==> config.mk <==
export PLATFORM = sky130hd
export DESIGN_NAME = mac_array_ctrl
export DESIGN_NICKNAME = d
export VERILOG_FILES = /design/src/rtl/mac_ctrl_pkg.sv /design/src/rtl/mac_ctrl_addr_gen.sv /design/src/rtl/mac_array_ctrl.sv
export SDC_FILE = /design/constraint.sdc
export NUM_CORES = 1
export LEC_CHECK = 0
export CAP_MARGIN = 20
export CORE_MARGIN = 4
export CORE_UTILIZATION = 54
export DETAILED_ROUTE_END_ITERATION = 10
export GPL_TIMING_DRIVEN = 0
export PLACE_DENSITY = 0.8
export REMOVE_ABC_BUFFERS = 1
export SYNTH_ARGS = -nofsm -noshare
export SYNTH_HDL_FRONTEND = slang
export SYNTH_HIERARCHICAL = 1
export SYNTH_SLANG_ARGS = --single-unit
==> constraint.sdc <==
create_clock -name clk -period 3.9 [get_ports clk]
set_input_delay 0.585 -clock clk [delete_from_list [all_inputs] [get_ports clk]]
set_output_delay 0.585 -clock clk [all_outputs]
set_load 0.005 [all_outputs]
==> src/rtl/mac_ctrl_pkg.sv <==
// ---------------------------------------------------------------------------
// mac_ctrl_pkg
// Shared types and encodings for the systolic MAC array sequencer.
//   state_t    : sequencer states
//   INST_*     : array instruction encodings driven on inst_w
// ---------------------------------------------------------------------------
package mac_ctrl_pkg;

    typedef enum logic [2:0] {
        IDLE  = 3'd0,
        KLOAD = 3'd1,
        KGAP  = 3'd2,
        EXEC  = 3'd3,
        DRAIN = 3'd4,
        DONE  = 3'd5
    } state_t;

    localparam logic [1:0] INST_NOP   = 2'b00;
    localparam logic [1:0] INST_KLOAD = 2'b01;
    localparam logic [1:0] INST_EXEC  = 2'b10;

endpackage

==> src/rtl/mac_ctrl_addr_gen.sv <==
// ---------------------------------------------------------------------------
// mac_ctrl_addr_gen
// Loadable base+offset address counter for one SRAM read phase.
//   clk    in   rising-edge clock
//   reset  in   asynchronous active-low reset
//   load   in   capture base as the first address and limit as phase length
//   base   in   first address of the phase
//   limit  in   number of reads in the phase (must be >= 1 when used)
//   step   in   advance to the next address
//   addr   out  current read address (wraps modulo 2^addr_bw)
//   last   out  current address is the final read of the phase
// ---------------------------------------------------------------------------
module mac_ctrl_addr_gen #(
    parameter int addr_bw = 11,
    parameter int len_bw  = 11
) (
    input  logic               clk,
    input  logic               reset,
    input  logic               load,
    input  logic [addr_bw-1:0] base,
    input  logic [len_bw-1:0]  limit,
    input  logic               step,
    output logic [addr_bw-1:0] addr,
    output logic               last
);

    logic [addr_bw-1:0] addr_q;
    logic [len_bw-1:0]  off_q;
    logic [len_bw-1:0]  lim_q;

    always_ff @(posedge clk or negedge reset) begin
        if (!reset) begin
            addr_q <= '0;
            off_q  <= '0;
            lim_q  <= '0;
        end else if (load) begin
            addr_q <= base;
            off_q  <= '0;
            lim_q  <= limit;
        end else if (step) begin
            // Address overflow wraps silently; the offset tracks phase length.
            addr_q <= addr_q + addr_bw'(1);
            off_q  <= off_q + len_bw'(1);
        end
    end

    assign addr = addr_q;
    assign last = (off_q == (lim_q - len_bw'(1)));

endmodule

==> src/rtl/mac_array_ctrl.sv <==
// ---------------------------------------------------------------------------
// mac_array_ctrl
// Tile sequencer for the 2D systolic MAC array: kernel load, wavefront gap,
// activation execute, output drain, completion report.
//   clk        in   rising-edge clock
//   reset      in   asynchronous active-low reset
//   start      in   single-cycle tile request, honoured only in IDLE
//   abort      in   synchronous abort, overrides everything
//   w_base     in   first kernel-vector address
//   x_base     in   first activation-vector address
//   len        in   number of activation vectors
//   valid      in   per-column valid from the array bottom row
//   mem_rd_en  out  SRAM read enable (1-cycle read latency)
//   mem_addr   out  SRAM read address
//   inst_w     out  array instruction, aligned with SRAM read data
//   busy       out  sequencer not idle
//   done       out  one-cycle tile completion pulse
//   err        out  sticky drain-timeout flag
//   out_cnt    out  output vectors observed in the current tile
// ---------------------------------------------------------------------------
module mac_array_ctrl
    import mac_ctrl_pkg::*;
#(
    parameter int row       = 8,
    parameter int col       = 8,
    parameter int addr_bw   = 11,
    parameter int len_bw    = 11,
    parameter int drain_max = 32
) (
    input  logic               clk,
    input  logic               reset,
    input  logic               start,
    input  logic               abort,
    input  logic [addr_bw-1:0] w_base,
    input  logic [addr_bw-1:0] x_base,
    input  logic [len_bw-1:0]  len,
    input  logic [col-1:0]     valid,
    output logic               mem_rd_en,
    output logic [addr_bw-1:0] mem_addr,
    output logic [1:0]         inst_w,
    output logic               busy,
    output logic               done,
    output logic               err,
    output logic [len_bw-1:0]  out_cnt
);

    // Shared phase counter covers both the KGAP length and the DRAIN timeout.
    localparam int CNT_W = $clog2(drain_max + row + 1) + 1;

    state_t             state_q, state_d;
    logic [CNT_W-1:0]   phase_cnt_q;
    logic [len_bw-1:0]  len_q;
    logic [addr_bw-1:0] x_base_q;
    logic [len_bw-1:0]  out_cnt_q;
    logic               err_q;
    logic [1:0]         inst_w_p1;

    logic               start_acc;
    logic               err_set;
    logic               rd_en;
    logic [1:0]         inst_d;
    logic               ag_load;
    logic               ag_step;
    logic [addr_bw-1:0] ag_base;
    logic [len_bw-1:0]  ag_limit;
    logic               ag_last;

    // Only the last column marks a complete output vector.
    logic unused_valid_bits;
    assign unused_valid_bits = ^valid;

    mac_ctrl_addr_gen #(
        .addr_bw (addr_bw),
        .len_bw  (len_bw)
    ) u_addr_gen (
        .clk   (clk),
        .reset (reset),
        .load  (ag_load),
        .base  (ag_base),
        .limit (ag_limit),
        .step  (ag_step),
        .addr  (mem_addr),
        .last  (ag_last)
    );

    always_comb begin
        state_d   = state_q;
        start_acc = 1'b0;
        err_set   = 1'b0;
        rd_en     = 1'b0;
        inst_d    = INST_NOP;
        ag_load   = 1'b0;
        ag_step   = 1'b0;
        ag_base   = w_base;
        ag_limit  = len_bw'(col);

        case (state_q)
            IDLE: begin
                if (start) begin
                    start_acc = 1'b1;
                    if (len == '0) begin
                        state_d = DONE;
                    end else begin
                        state_d = KLOAD;
                        ag_load = 1'b1;
                    end
                end
            end
            KLOAD: begin
                rd_en   = 1'b1;
                ag_step = 1'b1;
                inst_d  = INST_KLOAD;
                if (ag_last) state_d = KGAP;
            end
            KGAP: begin
                // row+1 cycles: one for SRAM latency, row for the inst_w shift.
                if (phase_cnt_q == CNT_W'(row)) begin
                    state_d  = EXEC;
                    ag_load  = 1'b1;
                    ag_base  = x_base_q;
                    ag_limit = len_q;
                end
            end
            EXEC: begin
                rd_en   = 1'b1;
                ag_step = 1'b1;
                inst_d  = INST_EXEC;
                if (ag_last) state_d = DRAIN;
            end
            DRAIN: begin
                if (out_cnt_q == len_q) begin
                    state_d = DONE;
                end else if (phase_cnt_q == CNT_W'(drain_max - 1)) begin
                    err_set = 1'b1;
                    state_d = DONE;
                end
            end
            DONE: begin
                state_d = IDLE;
            end
            default: begin
                state_d = IDLE;
            end
        endcase

        // Abort also squashes the instruction that would follow this cycle's read.
        if (abort) begin
            state_d   = IDLE;
            start_acc = 1'b0;
            err_set   = 1'b0;
            ag_load   = 1'b0;
            ag_step   = 1'b0;
            inst_d    = INST_NOP;
        end
    end

    // ---- stage p0 -> p1: state, counters, latched tile parameters ----
    always_ff @(posedge clk or negedge reset) begin
        if (!reset) begin
            state_q     <= IDLE;
            phase_cnt_q <= '0;
            len_q       <= '0;
            x_base_q    <= '0;
            out_cnt_q   <= '0;
            err_q       <= 1'b0;
            inst_w_p1   <= INST_NOP;
        end else begin
            state_q   <= state_d;
            inst_w_p1 <= inst_d;

            if (state_d != state_q) begin
                phase_cnt_q <= '0;
            end else if (state_q != IDLE) begin
                phase_cnt_q <= phase_cnt_q + CNT_W'(1);
            end

            if (start_acc) begin
                len_q    <= len;
                x_base_q <= x_base;
            end

            if (start_acc) begin
                err_q <= 1'b0;
            end else if (err_set) begin
                err_q <= 1'b1;
            end

            if (start_acc) begin
                out_cnt_q <= '0;
            end else if ((state_q != IDLE) && valid[col-1] && (out_cnt_q < len_q)) begin
                out_cnt_q <= out_cnt_q + len_bw'(1);
            end
        end
    end

    assign mem_rd_en = rd_en;
    assign inst_w    = inst_w_p1;
    assign busy      = (state_q != IDLE);
    assign done      = (state_q == DONE);
    assign err       = err_q;
    assign out_cnt   = out_cnt_q;

endmodule

Word-level counts from Yosys, hierarchy flattened

Cells that the tools add are included.

Word-level logic and storage cells: 75
Flip-flop bits (word level): 79
Output and inout bits: 28
Bits of input ports: 45

Eq/ne operators: 10
Mux-type cells: 39
Magnitude comparators: 1
Add/subtract/negate cells: 5
Reduce and logical (&&, ||, !) cells: 10

Operators by type and width:

| cell                    | number |
|---|---|
| $mux W11                | 10 |
| $add A11 B1 Y11 const B | 3 |
| $mux W3                 | 8 |
| $eq A11 B11 Y1          | 2 |
| $mux W1                 | 15 |
| $pmux W3 S5             | 1 |
| $mux W7                 | 2 |
| $logic_not A11 Y1       | 1 |
| $lt A11 B11 Y1          | 1 |
| $sub A11 B1 Y11 const B | 1 |
| $reduce_bool A2 Y1      | 4 |
| $add A7 B1 Y7 const B   | 1 |
| $eq A7 B4 Y1 const B    | 1 |
| $eq A7 B5 Y1 const B    | 1 |
| $eq A3 B2 Y1 const B    | 2 |
| $eq A3 B3 Y1 const B    | 2 |
| $pmux W2 S2             | 1 |
| $eq A3 B1 Y1 const B    | 1 |
| $logic_not A3 Y1        | 1 |
| $ne A3 B3 Y1            | 1 |
| $reduce_bool A3 Y1      | 1 |
| $logic_and A1 B1 Y1     | 2 |
| $mux W2                 | 1 |
| $pmux W1 S2             | 1 |
| $reduce_or A2 Y1        | 1 |

Depth between registers and ports, before layout

Gate-level depths: netlist (run 1).

Word-level depth: 7
Depth in mapped cells: 12
Gate-level depth less buffers: 11

Modules after synthesis

The synthesis (run 1) kept the hierarchy.

Modules (own cells, without submodules):

| module            | cells an instance | area each (sq um) | times used | sequential area each (sq um) |
|---|---|---|---|---|
| mac_array_ctrl    | 319               | 2676.3            | 1          | 1151.1 |
| mac_ctrl_addr_gen | 193               | 1840.5            | 1          | 825.8 |

Worst setup path after synthesis (run 1)

No wires, ideal clock.

Kind: flip-flop to flip-flop
Start: register u_addr_gen.lim_q[0]
End: register phase_cnt_q[0]
Period minus slack after synthesis: 2.840 ns
Data arrival time: 2.760 ns
Setup time: 0.080 ns
Path slack: 1.060 ns
Stages on the path, launching flop included: 13
Cells stage by stage: dfrtp_1 > inv_1 > ha_1 > or4b_2 > o22ai_1 > nand3b_1 > a211o_1 > a2111oi_2 > a211oi_1 > a2bb2oi_1 > or4_1 > buf_2 > nor3_2

Word-level cells in the longest chain between the ends: 7
Elaborated cells between the ends (all ways): 9

Ends and longest elaborated chain:

| what                                                 | line                                         | source |
|---|---|---|
| start: declaration                                   | mac_ctrl_addr_gen.sv:29                      | `logic [len_bw-1:0] lim_q;` |
| start signal: assignment                             | mac_ctrl_addr_gen.sv:39                      | `lim_q <= limit;` |
| $sub A11 B1 Y11 (*)                                  | mac_ctrl_addr_gen.sv:48                      | `assign last = (off_q == (lim_q - len_bw'(1)));` |
| $eq A11 B11 Y1 (*)                                   | mac_ctrl_addr_gen.sv:48                      |  |
| via ag_last                                          | mac_array_ctrl.sv:66                         | `logic ag_last;` |
| $mux W3 (on tied branches)                           | mac_array_ctrl.sv:128, mac_array_ctrl.sv:113 |  |
| $pmux W3 S5 (*)                                      | mac_array_ctrl.sv:97                         | `case (state_q)` |
| $mux W3 (*)                                          | mac_array_ctrl.sv:147                        | `if (abort) begin` |
| $ne A3 B3 Y1 (*)                                     | mac_array_ctrl.sv:171                        | `if (state_d != state_q) begin` |
| $mux W7 / $reduce_bool A2 Y1 (equally long branches) | --                                           |  |
| end signal: assignment                               | mac_array_ctrl.sv:174                        | `phase_cnt_q <= phase_cnt_q + CNT_W'(1);` |
| end: declaration                                     | mac_array_ctrl.sv:51                         | `logic [CNT_W-1:0] phase_cnt_q;` |

Mark *: on every way through the listed nets, which the timed path passes. The rest lies on a longest branch.
A chain may end at the register's enable or synchronous reset.

Worst setup path after layout (run 1)

Start: register u_addr_gen.lim_q[0]
End: register phase_cnt_q[6]

The elaborated chain is that of the path after synthesis.

==> impl_results.md, run 1 <==
* Most common cell after layout, fill and taps aside: nand2_1
* Number of instances resized during post-cts repair at 0
* Number of buffers created by CTS at 9
* Diode count at 0
* CP max stage cell: a2111oi_2
* Filler instances at around 700
* Number of antenna violations at the first check in global routing at 0
* Worst hold-check path type: in -> async
* Maximum level of the CTS H-tree at 3
* Growth of design area from synthesis to finish at 21.36%
* Power, Total at between 0.002 and 0.0025 W
* Share of cells above drive strength 1 at 0.07986
* Async set-or-reset flop fraction in the synthesized netlist at 1.000
* Clock-pin transition on the worst setup and hold timing paths at ~0.08 ns
* Synthesized-area fraction occupied by and/or/nand/nor cells at 0.2659
* Final Net Count at between 600 and 700
* P_leak at between 2 and 2.5 nW
* Routed via count divided by cell count at about 5.7
* Worst clock skew at between 0.01 and 0.015 ns
* CTS Root Cell: clkbuf_8
* Maximum single-stage delay on the critical path at roughly 0.7 ns
* Shortest clock period the worst path allows after layout at approximately 3.3 ns
* Crit path max-delay family: compound AO/OA/AOI/OAI gates
* CP Data Arrival Time at ~3.5 ns
* Fin crit share at 0.8437
* DRC viols at 0
* Die Area at 0.009891 mm²
* Overall die height at between 90 and 100 µm
* Unrepaired setup endpoints after global routing: false
* Final Hold Vio Count at 0
* CTS tree: yes
* Power density relative to cell area at 402.1 mW/mm²
* Initial Utilization at 0.5525
* Kind of start point of the critical path: flop
* Area share of the largest cell type after synthesis at 0.4377
* Post-DP HPWL at 7561 µm
* Worst Setup SP: u_addr_gen/lim_q[0]
* Core box area at between 0.008 and 0.009 mm²
* Synth Area in Compound Gates at 0.1053
* Netlist cell types at 58
* Worst slew margin at 0.3172
* Leading post-synthesis cells by cell area: dfrtp_1 44%, nand2_1 9.9%, ha_1 4.7%
* Synthesized-area fraction occupied by xor and xnor cells at 0.06787
* Number of instances in the synthesized netlist at 512
* Chip width at around 99 µm
* Initial DRC Count at between 100 and 150
* Reg-to-reg startpoint: u_addr_gen/lim_q[0]
* Total of flip-flops plus latches after synthesis at between 70 and 80
* Combinational family with the most area after synthesis: simple AND/OR/NAND/NOR gates
* Maximum ir drop on the vdd rail at roughly 240 µV
* Post-DRT Antenna Nets at 0
* Critical path start-end classification: reg -> reg
* YS warnings at 6
* Total wirelength of the detailed-routed design at 10360 µm
* Transition time of the tightest slew-check pin at 1.024 ns
* Cell Area, Synth at roughly 0.0045 mm²
* Final count of negative-setup-slack endpoints at 0
* Number of pins with negative max-slew slack in the final report at 0
* Highest-count cells in the layout ignoring fill and taps: 119 x nand2_1, 79 x dfrtp_1, 64 x clkdlybuf4s50_1
* Max Cap Violations at 0
* CP Buf/Inv Count at 1
* Final core utilization at 0.6705
* Share of synthesized cell area in full adder, half adder and majority cells at 0.04709
* Number of buffers inserted by post-CTS setup repair at 0
* Global Route Usage Sum at 0.2175
* Status: finished, final reports clean
* GPL Wtd Cong at 0.8558
* Crit path cell chain: inv_1 -> ha_1 -> or2b_2 -> nor4b_4 -> xnor2_1 -> a211o_1 -> a2111oi_2 -> a211oi_1 -> a2bb2oi_1 -> or4_1 -> nor2_1
* Flop-to-flop setup slack at ~0.61 ns
* Detailed-router iteration count before antenna repair at 5
* Wire per inst at around 15 µm
* Post-synthesis sequential area ratio at 0.4377
* WP data required at about 4.1 ns
* Count of boundary I/O pins at 73
* Critical path peak fanout at 7
* Post-synthesis mux area share at 0.03767
* Row count at 33
* Highest achievable clock rate at roughly 0.3 GHz
* Most used flip-flop cell after synthesis: dfrtp_1
* Routed via count at slightly below 4000
* Number of buffers added to fix hold violations after cts at 0
* Maximum number of pins on one net before global-route repair at 41
* Number of input and output port buffers inserted at 65
* Worst Setup End Kind: flop
* Clock sink total at between 70 and 80
* Total gr overflow at 0
* Clock Latency Late Sink at between 0.3 and 0.4 ns
* Number of global-route vias before repair at around 3700
* Library cell with the largest summed area after synthesis: dfrtp_1
* Number of enable flip-flop cells after synthesis at 0
* Total negative slack at 0 ns
* Wire length of the first global-routing pass at 17610 µm
* Clock Path Buffers at 2
* Average cell area after synthesis at between 8 and 9 µm²
logic make-up (layout without fill, tap and decap cells):
| logic type | count (synthesis) | after routing |
|---|---|---|
| simple gates | 250 | 250 |
| mux | 16 | 16 |
| buf+inv | 42 | 106 |
| compound gates | 73 | 73 |
| flops | 79 | 79 |
| fa+ha+maj | 17 | 17 |
| xor+xnor | 35 | 35 |
cell usage after synthesis (3+ instances only):
master,n
a211oi_1,4
nor2_1,44
nor4_1,5
xnor2_1,14
o211ai_1,4
inv_1,19
and3_1,4
or4_1,5
mux2i_1,8
nand2b_1,4
or2_2,4
nor2b_1,5
ha_1,17
mux2_2,8
nand3_1,19
buf_2,4
o31ai_1,8
dfrtp_1,79
nand2_1,119
nor3_1,7
and4_1,3
clkbuf_1,15
a31oi_1,3
and2_1,3
nand4_1,9
xor2_1,21
o21ai_0,28
a21oi_1,10
per-layer routing:
| metal | vias to the layer above | GRT usage | wire length [µm] |
|---|---|---|---|
| met4 | 0 | 0.07563 | 180 |
| met2 | 90 | 0.3621 | 5120 |
| met5 | - | 0 | 0 |
| met3 | 19 | 0.02875 | 435 |
| li1 | 1878 | - | - |
| met1 | 1870 | 0.2932 | 4620 |
path summary, 6_finish.rpt:
check                                      endpoint  depth (start not counted)
worst max-delay path                 phase_cnt_q[6]                         11
worst min-delay path            u_addr_gen/off_q[9]                          1
worst max register to register       phase_cnt_q[6]                         11
worst min register to register          x_base_q[7]                          2
max in group asynchronous            phase_cnt_q[5]                          2
min in group clk                        x_base_q[7]                          2
sequential cells by signal, summed over array words and instances (netlist names), 2 cells and up:
signal            count
len_q                11
out_cnt              11
u_addr_gen/addr      11
u_addr_gen/lim_q     11
u_addr_gen/off_q     11
x_base_q             11
phase_cnt_q           7
state_q               3
inst_w                2
worst register-to-register path, cell delays in order, from the launching register on:
cell and delay [ns]:
dfrtp_1 0.40, inv_1 0.09, ha_1 0.20, or2b_2 0.38, nor4b_4 0.27, xnor2_1 0.11
a211o_1 0.28, a2111oi_2 0.69, a211oi_1 0.17, a2bb2oi_1 0.19, or4_1 0.30, nor2_1 0.09
report_power, final:
group | internal [W] | leakage, nW | switching, W | total [W]
registers | 0.000929 | 1.04 | 0.000115 | 0.00104
logic | 0.000256 | 1.27 | 0.000234 | 0.000490
clock network | 0.000375 | 0.103 | 0.000294 | 0.000670
through the flow:
step	area (µm²)	setup WS [ns]	instances	hold WS, ns
global route	5482	0.4624	681	0.2299
CTS	5482	0.6318	681	0.2173
finish	5482	0.6097	681	0.1963
floorplan	4418	-1.240	490	0.2894
detailed placement	5269	0.6710	666	0.4616
global placement	5200	-3.131	660	0.4573
layout make-up:
class / instances / area, µm² / share of cell area
clock inverters: 3 / 67.56 / 0.01233
inverters: 20 / 75.07 / 0.01370
well taps: 105 / 131.4 / 0.02397
multi-input cells: 391 / 2372 / 0.4328
repair buffers: 71 / 713.2 / 0.1301
flip-flops and latches: 79 / 1977 / 0.3606
clock buffers: 12 / 145.1 / 0.02648
(Power assumes the default switching activity.)
==> inputs of run 2 (changes only) <==
- clock period: 3.9 -> 3.23 ns (I/O delays scaled with it)
==> run 2 against run 1 <==
Net effect: hold slack lost 0.10 ns; clock skew fell by 0.0016 ns; via count decreased by 0.23%; worst setup slack worse by 0.47 ns; cell count unchanged; sequential share of layout area shrank 0.18 points; register-to-register slack got worse by 0.47 ns; clock power up 21%; total power is 21% higher; largest cell class unchanged.
==> impl_results.md, run 2 (same netlist as run 1, synthesis figures left out) <==
* Clock Path Buffers at 2
* Combinational cell fraction of total power at 0.224
* Wire per inst at 15.28 µm
* Worst Setup End Kind: flop
* Growth of design area from synthesis to finish at 21.97%
* Clock sink total at 79
* Overall die height at approximately 99 µm
* Die Area at 0.009891 mm²
* CP Data Arrival Time at roughly 3.4 ns
* Post-Place Cell Area at around 0.0053 mm²
* Status: finished, final reports clean
* Count of boundary I/O pins at between 70 and 80
* Maximum single-stage delay on the critical path at between 0.6 and 0.7 ns
* GPL Wtd Cong at 0.8558
* Share of total power in the clock network at 0.303
* Transition time of the tightest slew-check pin at 1.038 ns
* Number of antenna violations at the first check in global routing at 0
* Critical path peak fanout at 7
* Chip width at between 90 and 100 µm
* Reg power frac at 0.473
* P_leak at roughly 2.4 nW
* Final Hold Vio Count at 0
* Highest achievable clock rate at around 0.32 GHz
* Share of cells above drive strength 1 at 0.08333
* Shortest clock period the worst path allows after layout at between 3 and 4 ns
* Post-placement worst setup slack at ~0.040 ns
* Kind of start point of the critical path: flop
* Switching Share at 0.2924
* Routing usage on met3 at 0.02875
* Detailed-router iteration count before antenna repair at 4
* Row count at 33
* Fin crit share at 0.9567
* Power density relative to cell area at ~480 mW/mm²
* Switching Power at approximately 0.0008 W
* Maximum level of the CTS H-tree at 3
* Final Net Count at around 630
* Internal Dissipation at around 0.0019 W
* Number of buffers created by CTS at 9
* Total wirelength of the detailed-routed design at 10400 µm
* CTS Root Cell: clkbuf_8
* Highest-count cells in the layout ignoring fill and taps: 119 x nand2_1, 79 x dfrtp_1, 64 x clkdlybuf4s50_1
* Unrepaired setup endpoints after global routing: false
* Number of pins with negative max-slew slack in the final report at 0
* Most crowded layer after global routing: met2
* Min setup slack post-route at around 0.14 ns
* Diode count at 0
* Fin area at ~0.0055 mm²
* Post-DRT Antenna Nets at 0
* Max Cap Violations at 0
* Worst clock skew at roughly 0.0085 ns
* Post-DP HPWL at 7561 µm
* Critical path start-end classification: reg -> reg
* Number of buffers added to fix hold violations after cts at 0
* Initial DRC Count at about 160
* CP Buf/Inv Count at 1
* Number of input and output port buffers inserted at 65
* Total gr overflow at 0
* Met1 GRT Util at 0.2936
* Clock Latency Late Sink at around 0.35 ns
* Wire length of the first global-routing pass at approximately 18000 µm
* Worst hold-check path type: in -> async
* Routed via count at around 3800
* Initial Utilization at 0.5525
* CTS tree: yes
* CP max stage cell: or4b_2
* Filler instances at 685
* Clock-pin transition on the worst setup and hold timing paths at around 0.080 ns
* Global Route Usage Sum at 0.2177
* Number of global-route vias before repair at around 3700
* Maximum ir drop on the vdd rail at around 280 µV
* Final count of negative-setup-slack endpoints at 0
* Crit path cell chain: inv_1 -> ha_1 -> or4b_2 -> o22ai_1 -> nand3b_1 -> a211o_1 -> a2111oi_4 -> a211oi_1 -> a2bb2oi_1 -> or4_4 -> nor3_2
* WP data required at between 3 and 4 ns
* Core box area at 0.008175 mm²
* Maximum number of pins on one net before global-route repair at 41
* Met2 Use GR at 0.3621
* Most common cell after layout, fill and taps aside: nand2_1
* DRC viols at 0
* Crit path max-delay family: simple AND/OR/NAND/NOR gates
* Routed via count divided by cell count at around 5.7
* Worst slew margin at 0.3078
[run 2: changes by cell type in the layout (fill, tap and decap cells not counted)]
cell / delta
a2111oi_4: +1
or4_4: +1
or4_1: -1
nor4_2: -1
nor4_4: +1
a2111oi_2: -1
nor2_2: +1
nor2_1: -1
[run 2: power by group through the flow]
stage               Sequential, W  Combinational [W]  Clock [W]
global route              0.00128           0.000665   0.000868
floorplan                 0.00125           0.000304          0
CTS                       0.00126           0.000600   0.000821
global placement          0.00127           0.000554          0
finish                    0.00126           0.000597   0.000808
detailed placement        0.00128           0.000591          0
[run 2: metal layers]
layer / up-vias / part of all wire / wire (µm)
li1: 1879 / - / -
met5: - / 0 / 0
met2: 83 / 0.50 / 5174
met3: 15 / 0.039 / 402
met1: 1871 / 0.45 / 4665
met4: 0 / 0.015 / 160
[run 2: stage by stage]
stage | hold slack (ns) | setup TNS [ns] | utilization | cells | total power, W
5_1_grt | 0.1294 | 0 | 0.6739 | 681 | 0.002815
3_5_place_dp | 0.4616 | 0 | 0.6445 | 666 | 0.001870
3_3_place_gp | 0.4573 | -208.06 | 0.6361 | 660 | 0.001824
6_report | 0.09542 | 0 | 0.6739 | 681 | 0.002667
4_1_cts | 0.1168 | 0 | 0.6720 | 681 | 0.002680
2_1_floorplan | 0.1889 | -60.05 | - | 490 | 0.001557
[run 2: layout make-up]
cell class	count	area (µm²)	area share
flip-flops and latches	79	1977	0.3588
clock inverters	3	67.56	0.01226
inverters	20	75.07	0.01363
multi-input cells	391	2400	0.4356
clock buffers	12	145.1	0.02635
well taps	105	131.4	0.02385
repair buffers	71	713.2	0.1295
[run 2: worst paths after layout]
check,startpoint,slack (ns),depth (start not counted),to
max in group asynchronous,reset,2.55,2,phase_cnt_q[5]
max reg2reg,u_addr_gen/lim_q[0],0.14,11,phase_cnt_q[0]
min in group clk,x_base_q[1],0.48,2,x_base_q[1]
min reg2reg,x_base_q[1],0.48,2,x_base_q[1]
min,reset,0.1,1,u_addr_gen/off_q[9]
max,u_addr_gen/lim_q[0],0.14,11,phase_cnt_q[0]
[run 2: repair_timing]
item	CTS	global route
resized for setup	1	3
setup buffers	0	0
endpoints found under the setup margin	7	13
cloned	0	0
[run 2: worst reg2reg max path, stage by stage (launching register included)]
cell and delay (ns):
dfrtp_1 0.40, inv_1 0.09, ha_1 0.20, or4b_2 0.64, o22ai_1 0.14, nand3b_1 0.13
a211o_1 0.17, a2111oi_4 0.08, a211oi_1 0.29, a2bb2oi_1 0.10, or4_4 0.58, nor3_2 0.19
==> inputs of run 3 (changes only) <==
- CORE_MARGIN: 4 -> 2
- PLACE_DENSITY: 0.8 -> 0.91
==> run 3 against run 2 <==
Net effect: count of clock-buffer cells in the layout decreased by 1; register-to-register slack improved by 0.04 ns; wire length is 6.6% higher; critical path depth stayed put; core utilization is 0.70 points higher; die area shrank 7.9%; sequential share of layout area shrank 0.37 points; combinational power grew 3%; cell count grew 0.44%; hold slack gained 0.39 ns; non-clock buffer count increased by 2.
==> impl_results.md, run 3 (same netlist as run 1, synthesis figures left out) <==
* Count of boundary I/O pins at 73
* CTS tree: yes
* CP max stage cell: or4b_2
* Overall die height at between 90 and 100 µm
* Worst Setup SP: u_addr_gen/lim_q[0]
* Number of antenna violations at the first check in global routing at 0
* Clock Path Buffers at 2
* Number of buffers created by CTS at 9
* Flop-to-flop setup slack at ~0.18 ns
* Internal Dissipation at 0.001894 W
* Growth of design area from synthesis to finish at 23.24%
* Initial Utilization at 0.5525
* Die Area at ~0.009 mm²
* Number of input and output port buffers inserted at 65
* Endpoint of the worst setup timing path: phase_cnt_q[0]
* Switching Power at 0.0008037 W
* Highest-count cells in the layout ignoring fill and taps: 119 x nand2_1, 79 x dfrtp_1, 64 x clkdlybuf4s50_1
* Global Route Usage Sum at 0.2605
* Max Cap Violations at 0
* Core box area at slightly above 0.008 mm²
* Maximum level of the CTS H-tree at 3
* Maximum ir drop on the vdd rail at 360.1 µV
* Unrepaired setup endpoints after global routing: false
* Chip width at between 90 and 100 µm
* Total gr overflow at 0
* Kind of start point of the critical path: flop
* Clock Latency Late Sink at 0.37 ns
* R2r endpoint: phase_cnt_q[0]
* Number of buffers inserted by post-CTS setup repair at 0
* Critical path start-end classification: reg -> reg
* Status: finished, final reports clean
* Reg power frac at 0.468
* GPL Wtd Cong at 0.8773
* Shortest clock period the worst path allows after layout at about 3.1 ns
* Post-DRT Antenna Nets at 0
* Routed via count at 3973
* P_leak at 2.441 nW
* Logic depth of the worst register-to-register path at 11
* Count of placed standard cells in the final layout, fillers left out at around 680
* Initial DRC Count at 239
* Power, Total at between 0.002 and 0.003 W
* WP data required at around 3.5 ns
* CP Data Arrival Time at 3.34 ns
* Share of total power in the clock network at 0.305
* Power density relative to cell area at 484.6 mW/mm²
* Final Hold Vio Count at 0
* CTS Root Cell: clkbuf_8
* CP Buf/Inv Count at 1
* Maximum number of pins on one net before global-route repair at 70
* Wire length of the first global-routing pass at 18400 µm
* Crit path cell chain: inv_1 -> ha_1 -> or4b_2 -> o22ai_1 -> nand3b_1 -> a211o_1 -> a2111oi_4 -> a211oi_2 -> a2bb2oi_1 -> or4_4 -> nor3_2
* Maximum single-stage delay on the critical path at approximately 0.65 ns
* Row count at 33
* Reg-to-reg startpoint: u_addr_gen/lim_q[0]
* Final Net Count at 636
* Share of cells above drive strength 1 at 0.08808
* Total wirelength of the detailed-routed design at between 10000 and 15000 µm
* Routed via count divided by cell count at slightly below 6
* Number of gates on the worst path with buffers counted at 11
* Highest achievable clock rate at approximately 0.33 GHz
* Wire per inst at roughly 16 µm
* Number of placed instances, taps included at ~670
* Detailed-router iteration count before antenna repair at 5
* Number of global-route vias before repair at 3978
* Worst clock skew at roughly 0.013 ns
* Number of pins with negative max-slew slack in the final report at 0
* Transition time of the tightest slew-check pin at a little over 1 ns
* Most common cell after layout, fill and taps aside: nand2_1
* Fin crit share at 0.9458
* Final count of negative-setup-slack endpoints at 0
* Worst hold-check path type: in -> async
* Critical path peak fanout at 7
* Clock-pin transition on the worst setup and hold timing paths at approximately 0.08 ns
* Crit path max-delay family: simple AND/OR/NAND/NOR gates
* Post-DP HPWL at 7679 µm
* Combinational cell fraction of total power at 0.227
* Total negative slack at 0 ns
* Switching Share at 0.2979
* Worst Setup End Kind: flop
* DRC viols at 0
* Diode count at 0
* Hold WS at between 0.4 and 0.5 ns
* Worst slew margin at 0.3155
* Clock sink total at 79
[run 3: stage by stage]
step	util	setup WS [ns]	area (µm²)
floorplan	-	-1.910	4418
global placement	0.6361	-3.714	5200
detailed placement	0.6469	0.03057	5289
CTS	0.6754	0.03819	5522
global route	0.6809	0.05103	5567
finish	0.6809	0.1751	5567
[run 3: per-layer routing]
layer / GRT usage / part of all wire
met5: 0 / 0
met4: 0.1238 / 0.027
met3: 0.04111 / 0.041
met2: 0.4531 / 0.52
met1: 0.3161 / 0.41
[run 3: layout make-up]
class | count | area [µm²]
fillers | 599 | 2609
multi-input cells | 391 | 2402
flip-flops and latches | 79 | 1977
repair buffers | 73 | 758.2
clock buffers | 11 | 141.4
well taps | 105 | 131.4
clock inverters | 5 | 81.33
inverters | 20 | 75.07
[run 3: repair_timing]
action,CTS,global route
gates resized for setup,0,4
hold endpoints to repair,10,0
hold buffers,1,0
endpoints found under the setup margin,0,9
[run 3: how the worst min path moves through the flow]
stage	startpoint	depth (start not counted)	end
final	reset	2	x_base_q[7]
after global routing	reset	2	x_base_q[7]
after floorplan	reset	0	err
after CTS	reset	2	x_base_q[7]
after global placement	x_base_q[1]	2	x_base_q[1]
after detailed placement	reset	1	x_base_q[7]
[run 3: power groups by stage]
stage / clock, W / sequential [W] / combinational (W)
floorplan: 0 / 0.00125 / 0.000304
global route: 0.000875 / 0.00128 / 0.000692
CTS: 0.000829 / 0.00126 / 0.000610
detailed placement: 0 / 0.00128 / 0.000598
global placement: 0 / 0.00127 / 0.000549
finish: 0.000822 / 0.00126 / 0.000614
